==> src/rtl/seq_prog_ctrl_if.sv <==
// Load/start/issue bundle between the board-level controls and the program sequencer.
// The master side drives the load/run controls; the slave side issues instructions to seq.
interface seq_prog_ctrl_if #(
  parameter int INST_W   = 8,
  parameter int DEPTH_LG = 4
);
  logic                i_load_we;
  logic [DEPTH_LG-1:0] i_load_addr;
  logic [INST_W-1:0]   i_load_data;
  logic [DEPTH_LG:0]   i_len;
  logic                i_start;
  logic                i_abort;
  logic                i_tx_busy;
  logic [INST_W-1:0]   o_inst;
  logic                o_inst_valid;
  logic [DEPTH_LG-1:0] o_pc;
  logic                o_busy;
  logic                o_done;

  modport master (
    output i_load_we, i_load_addr, i_load_data, i_len, i_start, i_abort, i_tx_busy,
    input  o_inst, o_inst_valid, o_pc, o_busy, o_done
  );

  modport slave (
    input  i_load_we, i_load_addr, i_load_data, i_len, i_start, i_abort, i_tx_busy,
    output o_inst, o_inst_valid, o_pc, o_busy, o_done
  );
endinterface

==> src/rtl/seq_prog_ctrl.sv <==
// Program sequencer: loads a small instruction RAM, then issues it to seq with ALU hazard gaps
// and UART-busy stalls on SEND. Define SEQ_PROG_STEP_EN to add single-step control via i_step.
module seq_prog_ctrl #(
  parameter int INST_W   = 8,
  parameter int DEPTH_LG = 4,
  parameter int GAP      = 1,
  parameter int GUARD    = 4
) (
  input  logic clk,
  input  logic rst,
`ifdef SEQ_PROG_STEP_EN
  input  logic i_step,
`endif
  seq_prog_ctrl_if.slave bus
);
  localparam int DEPTH   = 1 << DEPTH_LG;
  localparam int CNT_MAX = (GAP > GUARD) ? GAP : GUARD;
  localparam int CNT_W   = (CNT_MAX < 1) ? 1 : $clog2(CNT_MAX + 1);
  localparam logic [1:0] OP_SEND = 2'b11;

  typedef enum logic [2:0] {
    S_IDLE,
    S_FETCH,
    S_ISSUE,
    S_GAP,
    S_TXWAIT,
    S_NEXT,
    S_DONE
`ifdef SEQ_PROG_STEP_EN
    , S_STEP
`endif
  } state_t;

`ifdef SEQ_PROG_STEP_EN
  localparam state_t S_POST = S_STEP;
`else
  localparam state_t S_POST = S_NEXT;
`endif

  logic [INST_W-1:0]   r_ram [DEPTH];
  state_t              r_state;
  logic [DEPTH_LG-1:0] r_pc;
  logic [DEPTH_LG:0]   r_len;
  logic [INST_W-1:0]   r_inst;
  logic                r_valid;
  logic                r_busy;
  logic                r_done;
  logic [CNT_W-1:0]    r_cnt;
  logic                r_seen;

  logic w_idle;
  logic w_load_ok;
  logic w_is_send;
  logic w_last;
  logic w_step_rise;

  assign w_idle    = (r_state == S_IDLE) || (r_state == S_DONE);
  assign w_load_ok = bus.i_load_we && w_idle;
  assign w_is_send = (r_inst[INST_W-1 -: 2] == OP_SEND);
  assign w_last    = ({1'b0, r_pc} == (r_len - 1'b1));

`ifdef SEQ_PROG_STEP_EN
  logic r_step_d;
  assign w_step_rise = i_step && !r_step_d;

  always_ff @(posedge clk) begin
    if (rst) r_step_d <= 1'b0;
    else     r_step_d <= i_step;
  end
`else
  assign w_step_rise = 1'b0;
`endif

  // Writes only land while stopped, so a FETCH never races a write to the same word.
  always_ff @(posedge clk) begin
    if (w_load_ok) r_ram[bus.i_load_addr] <= bus.i_load_data;
  end

  always_ff @(posedge clk) begin
    if (rst) begin
      r_state <= S_IDLE;
      r_pc    <= '0;
      r_len   <= '0;
      r_inst  <= '0;
      r_valid <= 1'b0;
      r_busy  <= 1'b0;
      r_done  <= 1'b0;
      r_cnt   <= '0;
      r_seen  <= 1'b0;
    end else begin
      r_valid <= 1'b0;
      if (bus.i_abort) begin
        r_state <= S_IDLE;
        r_pc    <= '0;
        r_busy  <= 1'b0;
        r_done  <= 1'b0;
      end else begin
        case (r_state)
          S_IDLE, S_DONE: begin
            if (bus.i_start) begin
              r_pc  <= '0;
              r_len <= bus.i_len;
              if (bus.i_len == '0) begin
                r_state <= S_DONE;
                r_done  <= 1'b1;
                r_busy  <= 1'b0;
              end else begin
                r_state <= S_FETCH;
                r_done  <= 1'b0;
                r_busy  <= 1'b1;
              end
            end
          end
          S_FETCH: begin
            r_inst  <= r_ram[r_pc];
            r_state <= S_ISSUE;
          end
          S_ISSUE: begin
            if (!w_is_send) begin
              r_valid <= 1'b1;
              r_cnt   <= '0;
              r_state <= (GAP == 0) ? S_POST : S_GAP;
            end else if (!bus.i_tx_busy) begin
              r_valid <= 1'b1;
              r_cnt   <= '0;
              r_seen  <= 1'b0;
              r_state <= S_TXWAIT;
            end
          end
          S_GAP: begin
            if (r_cnt == CNT_W'(GAP - 1)) r_state <= S_POST;
            else                          r_cnt   <= r_cnt + 1'b1;
          end
          // Leave on busy high-then-low; the guard only covers a UART that never reacts.
          S_TXWAIT: begin
            if (bus.i_tx_busy)                  r_seen  <= 1'b1;
            else if (r_seen)                    r_state <= S_POST;
            else if (r_cnt == CNT_W'(GUARD - 1)) r_state <= S_POST;
            else                                r_cnt   <= r_cnt + 1'b1;
          end
`ifdef SEQ_PROG_STEP_EN
          S_STEP: begin
            if (w_step_rise) r_state <= S_NEXT;
          end
`endif
          S_NEXT: begin
            if (w_last) begin
              r_state <= S_DONE;
              r_done  <= 1'b1;
              r_busy  <= 1'b0;
            end else begin
              r_pc    <= r_pc + 1'b1;
              r_state <= S_FETCH;
            end
          end
          default: begin
            r_state <= S_IDLE;
            r_busy  <= 1'b0;
          end
        endcase
      end
    end
  end

  logic w_unused;
  assign w_unused = w_step_rise;

  assign bus.o_inst       = r_inst;
  assign bus.o_inst_valid = r_valid;
  assign bus.o_pc         = r_pc;
  assign bus.o_busy       = r_busy;
  assign bus.o_done       = r_done;
endmodule

==> src/flat_wrapper.sv <==
// flat-port wrapper written by rule: the top's interface ports become plain ports
module seq_prog_ctrl_flat 
#(
  parameter int INST_W   = 8,
  parameter int DEPTH_LG = 4,
  parameter int GAP      = 1,
  parameter int GUARD    = 4
)
  (clk, rst, bus_i_load_we, bus_i_load_addr, bus_i_load_data, bus_i_len, bus_i_start, bus_i_abort, bus_i_tx_busy, bus_o_inst, bus_o_inst_valid, bus_o_pc, bus_o_busy, bus_o_done);
  seq_prog_ctrl_if #(.INST_W(INST_W), .DEPTH_LG(DEPTH_LG)) bus_i ();
  input  logic clk;
  input  logic rst;
  input wire logic [$bits(bus_i.i_load_we)-1:0] bus_i_load_we;
  input wire logic [$bits(bus_i.i_load_addr)-1:0] bus_i_load_addr;
  input wire logic [$bits(bus_i.i_load_data)-1:0] bus_i_load_data;
  input wire logic [$bits(bus_i.i_len)-1:0] bus_i_len;
  input wire logic [$bits(bus_i.i_start)-1:0] bus_i_start;
  input wire logic [$bits(bus_i.i_abort)-1:0] bus_i_abort;
  input wire logic [$bits(bus_i.i_tx_busy)-1:0] bus_i_tx_busy;
  output wire logic [$bits(bus_i.o_inst)-1:0] bus_o_inst;
  output wire logic [$bits(bus_i.o_inst_valid)-1:0] bus_o_inst_valid;
  output wire logic [$bits(bus_i.o_pc)-1:0] bus_o_pc;
  output wire logic [$bits(bus_i.o_busy)-1:0] bus_o_busy;
  output wire logic [$bits(bus_i.o_done)-1:0] bus_o_done;
  assign bus_i.i_load_we = bus_i_load_we;
  assign bus_i.i_load_addr = bus_i_load_addr;
  assign bus_i.i_load_data = bus_i_load_data;
  assign bus_i.i_len = bus_i_len;
  assign bus_i.i_start = bus_i_start;
  assign bus_i.i_abort = bus_i_abort;
  assign bus_i.i_tx_busy = bus_i_tx_busy;
  assign bus_o_inst = bus_i.o_inst;
  assign bus_o_inst_valid = bus_i.o_inst_valid;
  assign bus_o_pc = bus_i.o_pc;
  assign bus_o_busy = bus_i.o_busy;
  assign bus_o_done = bus_i.o_done;
  seq_prog_ctrl #(.INST_W(INST_W), .DEPTH_LG(DEPTH_LG), .GAP(GAP), .GUARD(GUARD)) u_core (.clk(clk), .rst(rst), .bus(bus_i));
endmodule
==> config.mk <==
export PLATFORM = sky130hd
export DESIGN_NAME = seq_prog_ctrl_flat
export DESIGN_NICKNAME = d
export VERILOG_FILES = /design/src/rtl/seq_prog_ctrl_if.sv /design/src/rtl/seq_prog_ctrl.sv /design/src/flat_wrapper.sv
export SDC_FILE = /design/constraint.sdc
export NUM_CORES = 1
export LEC_CHECK = 0
export CAP_MARGIN = 20
export CORE_MARGIN = 3
export CORE_UTILIZATION = 50
export CTS_BUF_LIST = sky130_fd_sc_hd__clkbuf_8
export CTS_CLUSTER_SIZE = 14
export DETAILED_ROUTE_END_ITERATION = 12
export PLACE_DENSITY = 0.68
export REMOVE_ABC_BUFFERS = 1
export SYNTH_ARGS = -nofsm -noshare
export SYNTH_HDL_FRONTEND = slang
export SYNTH_SLANG_ARGS = --single-unit
==> constraint.sdc <==
create_clock -name clk -period 2.6 [get_ports clk]
set_input_delay 0.26 -clock clk [delete_from_list [all_inputs] [get_ports clk]]
set_output_delay 0.26 -clock clk [all_outputs]
set_load 0.01 [all_outputs]
# Yosys cells after proc, flatten, opt, wreduce, memory -nomap -nowiden
# Memory sizes are Yosys's and may differ from the RTL's. A register that Yosys moved wholly into a read port is not among the register bits.
# Index checks and enable logic that the tools add are counted.
[classes] bitwise_logic=3 reduce_logical=20 eq_ne=22 mux=36 n_addsub=3
[ops] operator="2-to-1 mux 3 bit" count=15
[ops] operator="one-hot mux 3 bit (6 select lines)" count=1
[ops] operator="inequality test 2 bit, second input constant" count=8
[ops] operator="2-to-1 mux 1 bit" count=13
[ops] operator="AND reduction 3 bit" count=4
[ops] operator="AND reduction 5 bit" count=2
[ops] operator="equality test 3 x 2 -> 1 bit, second input constant" count=3
[ops] operator="equality test 3 bit, second input constant" count=3
[ops] operator="one-hot mux 3 bit (3 select lines)" count=1
[ops] operator="2-to-1 mux 4 bit" count=2
[ops] operator="one-hot mux 4 bit (2 select lines)" count=1
[ops] operator="AND reduction 7 bit" count=1
[ops] operator="zero test 3 bit" count=2
[ops] operator="inequality test 2 x 1 -> 1 bit, second input constant" count=3
[ops] operator="equality test 4 x 5 -> 1 bit" count=1
[ops] operator="zero test 5 bit" count=1
[ops] operator="subtractor 5 x 1 -> 5 bit, second input constant" count=1
[ops] operator="adder 4 x 1 -> 4 bit, second input constant" count=1
[ops] operator="one-hot mux 1 bit (2 select lines)" count=2
[ops] operator="nonzero test 2 bit" count=2
[ops] operator="OR reduction 2 bit" count=2
[ops] operator="OR reduction 4 bit" count=1
[ops] operator="adder 3 x 1 -> 3 bit, second input constant" count=1
[ops] operator="equality test 3 x 1 -> 1 bit, second input constant" count=1
[ops] operator="10 further kinds" count=12
[totals] ramBits=128 register_bits=19 inputBits=23 mem_count=1 elab_cells=93
[memory_table] memory="u_core.r_ram" depth=16 width=8 rd=1 rd_clocked_by_memory_dff=1 write_ports=1 line_no="seq_prog_ctrl.sv:40" source="logic [INST_W-1:0] r_ram [DEPTH];"

# Depth between registers and ports, before layout
[logic_depth] word_depth=5 depth_mapped=7 mapped_depth_nobuf=7

# Worst setup path before layout
# Ideal clock, no wire load.
[synth_timing] kind="flip-flop to flip-flop" from="register u_core.r_state[1]" to="memory u_core.r_ram[0][0], enable pin" path_buffers=1 t_arrival_ns=2.179 path_stages_with_launch=6 setup_slack_ns=0.038 setup_ns=0.383 cell_sequence="dfxtp_1 -> buf_2 -> nor2b_1 -> or3_1 -> or4b_1 -> nor3_1"
[synth_between] elab_chain_cells=5 word_cells_on_any_way=6 classes_between="1 x eq/ne; 2 x mux; 3 x reduce/logical"
[synth_lines] element="from (decl)" line_no="seq_prog_ctrl.sv:41" source="state_t r_state;"
[synth_lines] element="from (signal assigned)" line_no="seq_prog_ctrl.sv:122" source="r_state <= (GAP == 0) ? S_POST : S_GAP;"
[synth_lines] element="equality test 3 bit / zero test 3 bit (equally long branches)" line_no="seq_prog_ctrl.sv:57" source="assign w_idle = (r_state == S_IDLE) || (r_state == S_DONE);"
[synth_lines] element="logical OR 1 bit (*)" line_no="seq_prog_ctrl.sv:57"
[synth_lines] element="logical AND 1 bit (*)" line_no="seq_prog_ctrl.sv:58" source="assign w_load_ok = bus.i_load_we && w_idle;"
[synth_lines] element="2-to-1 mux 1 bit (*)" line_no="seq_prog_ctrl.sv:76" source="if (w_load_ok) r_ram[bus.i_load_addr] <= bus.i_load_data;"
[synth_lines] element="2-to-1 mux 1 bit (not written as such) (*)" line_no="seq_prog_ctrl.sv:76"
[synth_lines] element="to (decl)" line_no="seq_prog_ctrl.sv:40"
# Mark *: on every way between the ends. The rest lies on a longest branch, timed or not.

# Worst setup path after layout
[layout_timing] from="register u_core.r_state[2]" to="memory u_core.r_ram[0][5], enable pin"
# Same word-level chain as after synthesis.

==> impl_results.html <==
<table>
<tr><th>Metric</th><th>Value</th></tr>
<tr><th colspan="2">Routing</th></tr>
<tr><td>Average wire per cell in the routed design</td><td>19.6 um</td></tr>
<tr><td>Number of detailed-route iterations in the first pass</td><td>6</td></tr>
<tr><td>Detailed-route DRC error count</td><td>0</td></tr>
<tr><td>Met3 routed WL</td><td>739 um</td></tr>
<tr><td>Starting DRC count in detailed routing</td><td>315</td></tr>
<tr><td>Total via count after detailed routing</td><td>3843</td></tr>
<tr><td>Sum of routed wire length over all layers</td><td>13100 um</td></tr>
<tr><td>Routed length on met2</td><td>6480 um</td></tr>
<tr><td>Top sig layer</td><td>met4</td></tr>
<tr><td>Wire length the detailed router placed on met1</td><td>5750 um</td></tr>
<tr><td>Remaining antenna violation count after routing</td><td>0</td></tr>
<tr><td>Via density per instance</td><td>5.74</td></tr>
<tr><th colspan="2">Hold path</th></tr>
<tr><td>Min-Delay Path Class</td><td>flip-flop to flip-flop</td></tr>
<tr><td>Hold_sp</td><td>u_core.bus.o_busy$_SDFFE_PP0P_</td></tr>
<tr><th colspan="2">Layout</th></tr>
<tr><td>Number of nets at the end of the flow</td><td>512</td></tr>
<tr><td>Antenna diode count</td><td>0</td></tr>
<tr><td>Non-Filler Cell Area, Final</td><td>7660 um^2</td></tr>
<tr><td>Non-filler instance count after layout</td><td>669</td></tr>
<tr><td>Post-synthesis to final-layout area growth</td><td>17.5%</td></tr>
<tr><td>Final core area utilization</td><td>60.4%</td></tr>
<tr><td>Fraction of final layout cells with drive strength greater than 1</td><td>20.9%</td></tr>
<tr><th colspan="2">Power and ir drop</th></tr>
<tr><td>Total power divided by cell area</td><td>615 nW/um^2</td></tr>
<tr><td>Final Total Pwr</td><td>4.71 mW</td></tr>
<tr><td>VDD IR-drop max</td><td>0.000660 V</td></tr>
<tr><td>Leakage power summed over all cells</td><td>2.47 nW</td></tr>
<tr><th colspan="2">Global route</th></tr>
<tr><td>All-Layer GR Usage</td><td>19.4%</td></tr>
<tr><td>Antenna violations before repair</td><td>0</td></tr>
<tr><td>Overflow left after global routing</td><td>0</td></tr>
<tr><td>Pin count of the biggest net entering global routing</td><td>39</td></tr>
<tr><td>First-pass GRT wire length</td><td>20800 um</td></tr>
<tr><td>Vias in the first global route</td><td>3929</td></tr>
<tr><th colspan="2">Timing</th></tr>
<tr><td>Period utilization</td><td>87.9%</td></tr>
<tr><td>Max-slew headroom</td><td>43.8%</td></tr>
<tr><td>Number of failing hold endpoints at the final stage</td><td>0</td></tr>
<tr><td>Max Clock Skew</td><td>13.5 ps</td></tr>
<tr><td>Unrepaired setup endpoints after global routing</td><td>false</td></tr>
<tr><td>Worst setup margin</td><td>314 ps</td></tr>
<tr><td>Max-slew violation count</td><td>0</td></tr>
<tr><td>Final critical-path required period</td><td>2290 ps</td></tr>
<tr><td>Total of endpoints with negative setup slack in the final report</td><td>0</td></tr>
<tr><td>Slew at the pin with the worst max-slew slack</td><td>838 ps</td></tr>
<tr><td>Peak clock frequency supported by timing</td><td>437 MHz</td></tr>
<tr><th colspan="2">Worst setup path</th></tr>
<tr><td>R2R setup slack</td><td>310 ps</td></tr>
<tr><td>Start-to-end type of the worst setup path</td><td>flip-flop to flip-flop</td></tr>
<tr><td>Endpoint kind of the worst setup timing path</td><td>flip-flop</td></tr>
<tr><td>Startpoint of the most critical register-to-register path</td><td>u_core.r_state[2]$_SDFFE_PP0P_</td></tr>
<tr><td>Critical Path Start</td><td>u_core.r_state[2]$_SDFFE_PP0P_</td></tr>
<tr><td>Startpoint Class</td><td>flip-flop</td></tr>
<tr><td>Data arrival time of the worst path</td><td>2440 ps</td></tr>
<tr><td>Required time at the endpoint of the critical path</td><td>2760 ps</td></tr>
<tr><td>Critical path peak fanout</td><td>8</td></tr>
<tr><th colspan="2">Place</th></tr>
<tr><td>Placed wire-length estimate</td><td>8880 um</td></tr>
<tr><td>Post-Place Worst Slack</td><td>346 ps</td></tr>
<tr><td>PortBufs</td><td>37</td></tr>
<tr><td>Cell count after placement</td><td>637</td></tr>
<tr><td>RD Place Congestion</td><td>0.891</td></tr>
<tr><td>Placed cell area</td><td>7290 um^2</td></tr>
<tr><th colspan="2">Yosys</th></tr>
<tr><td>Share of the synthesized area in the top cell type</td><td>59.0%</td></tr>
<tr><td>Cell variety after synth</td><td>51</td></tr>
<tr><td>Syn. warnings</td><td>0</td></tr>
<tr><td>Proportion of synthesized flip-flops having asynchronous set or reset</td><td>0%</td></tr>
<tr><td>Post-Syn Area per Cell</td><td>15.7 um^2</td></tr>
<tr><td>Most frequent cells after synthesis</td><td>edfxtp_1 (128), nor2_1 (33), mux4_2 (32)</td></tr>
<tr><td>Synth area leader</td><td>edfxtp_1</td></tr>
<tr><td>Top FF cell, synth</td><td>edfxtp_1</td></tr>
<tr><td>Number of instances in the synthesized netlist</td><td>414</td></tr>
<tr><td>Portion of the post-synthesis area used by sequential elements</td><td>67.3%</td></tr>
<tr><td>Post-synthesis register bit count</td><td>155</td></tr>
<tr><td>Leading cell types by total area after synthesis</td><td>edfxtp_1 (59%), mux4_2 (11%), dfxtp_1 (8.3%)</td></tr>
<tr><td>Mapped cell area</td><td>6520 um^2</td></tr>
<tr><td>Number of enable flip-flop cells after synthesis</td><td>128</td></tr>
<tr><td>Most frequent cell after synthesis</td><td>edfxtp_1</td></tr>
<tr><th colspan="2">Clocking</th></tr>
<tr><td>Buffer depth of the longest clock path</td><td>2</td></tr>
<tr><td>H-tree lvl count</td><td>4</td></tr>
<tr><td>CTS Buf Count</td><td>17</td></tr>
<tr><td>Cell at the root of the clock tree</td><td>clkbuf_8</td></tr>
<tr><td>Clock-pin slew reported for the worst setup and hold paths after clock tree synthesis</td><td>80 ps</td></tr>
<tr><td>Postcts setup bufs</td><td>0</td></tr>
<tr><td>Number of clock sinks</td><td>155</td></tr>
<tr><td>CTS tree</td><td>built</td></tr>
<tr><td>Later-pin clock latency in the skew report</td><td>440 ps</td></tr>
<tr><td>CTS Hold Buffers Added</td><td>0</td></tr>
<tr><td>Post_cts resized</td><td>0</td></tr>
<tr><th colspan="2">Run status</th></tr>
<tr><td>Run status</td><td>finished clean</td></tr>
<tr><th colspan="2">Floorplanning</th></tr>
<tr><td>CORE AREA</td><td>12700 um^2</td></tr>
<tr><td>Die Y-Extent</td><td>120 um</td></tr>
<tr><td>Full die area</td><td>14400 um^2</td></tr>
<tr><td>Effective utilization at floorplan</td><td>51.4%</td></tr>
<tr><td>Number of top-level design ports</td><td>38</td></tr>
<tr><td>Die width</td><td>120 um</td></tr>
<tr><td>Site Rows</td><td>41</td></tr>
<tr><th colspan="2">Run</th></tr>
<tr><td>Max cap viols</td><td>0</td></tr>
</table>
layer usage:
metal	vias up	track usage [%]
li1	1771	-
met1	1935	25.6
met2	125	31.5
met3	12	6.08
met4	0	4.94
met5	-	0
placed cells by master (no fill, tap or decap), types with 4 or more instances in the layout:
cell / instances
mux4_2: 32
dfxtp_1: 26
inv_1: 7
nand4_1: 4
a21oi_1: 18
nor2b_1: 9
ha_1: 5
nand3_1: 8
nor3_1: 13
edfxtp_1: 128
clkdlybuf4s50_1: 37
or3_1: 4
mux2i_1: 28
nor2_1: 33
nand2_1: 15
nand2b_1: 7
o21ai_0: 15
clkbuf_8: 17
buf_4: 31
per-stage QoR:
stage,hold slack [ps],TNS [ps]
2_1_floorplan,329,-2320
3_3_place_gp,442,0
3_5_place_dp,456,0
4_1_cts,432,0
5_1_grt,451,0
6_report,464,0
kinds of logic after synthesis:
kind of cell | count (synthesis) | synth area share [%]
flip-flops | 155 | 67.3
adder cells (fa/ha/maj) | 5 | 0.960
AO/OA/AOI/OAI | 53 | 5.20
multiplexers | 60 | 15.4
buffers and inverters | 27 | 1.84
XOR/XNOR | 4 | 0.538
AND/OR/NAND/NOR | 110 | 8.81
power breakdown:
part	leakage, nW	internal (mW)	total, mW	switching (mW)
Sequential	1.37	2.72	2.73	0.0173
Combinational	0.903	0.122	0.269	0.147
Clock	0.195	0.776	1.71	0.934
Total	2.47	3.62	4.71	1.10
worst paths after layout:
path	end	cells past startpoint
max	u_core.r_ram[0][5]$_DFFE_PP_	5
min	u_core.bus.o_busy$_SDFFE_PP0P_	2
max reg2reg	u_core.r_ram[0][5]$_DFFE_PP_	5
min reg2reg	u_core.bus.o_busy$_SDFFE_PP0P_	2
final cells by class:
class | instances | area [um^2]
Inverter | 8 | 30.0
Multi-Input combinational cell | 232 | 2010
Clock inverter | 15 | 139
Timing Repair Buffer | 70 | 643
Sequential cell | 155 | 4390
Clock buffer | 17 | 234
Tap cell | 172 | 215
Fill cell | 991 | 5010
worst max-delay path, stage by stage (launching register included):
cell	delay, ps
dfxtp_1	420
nor2b_1	90
or3_1	450
or4b_1	600
nor3_1	200
buf_4	220
sequential cells by signal, indices dropped and copies added (netlist names):
signal / cells
u_core.r_state: 3
u_core.bus.o_pc: 4
u_core.r_seen: 1
u_core.r_cnt: 3
u_core.bus.o_busy: 1
u_core.bus.o_done: 1
u_core.bus.o_inst: 8
u_core.r_len: 5
u_core.r_ram: 128
u_core.bus.o_inst_valid: 1
(Power assumes the default switching activity.)
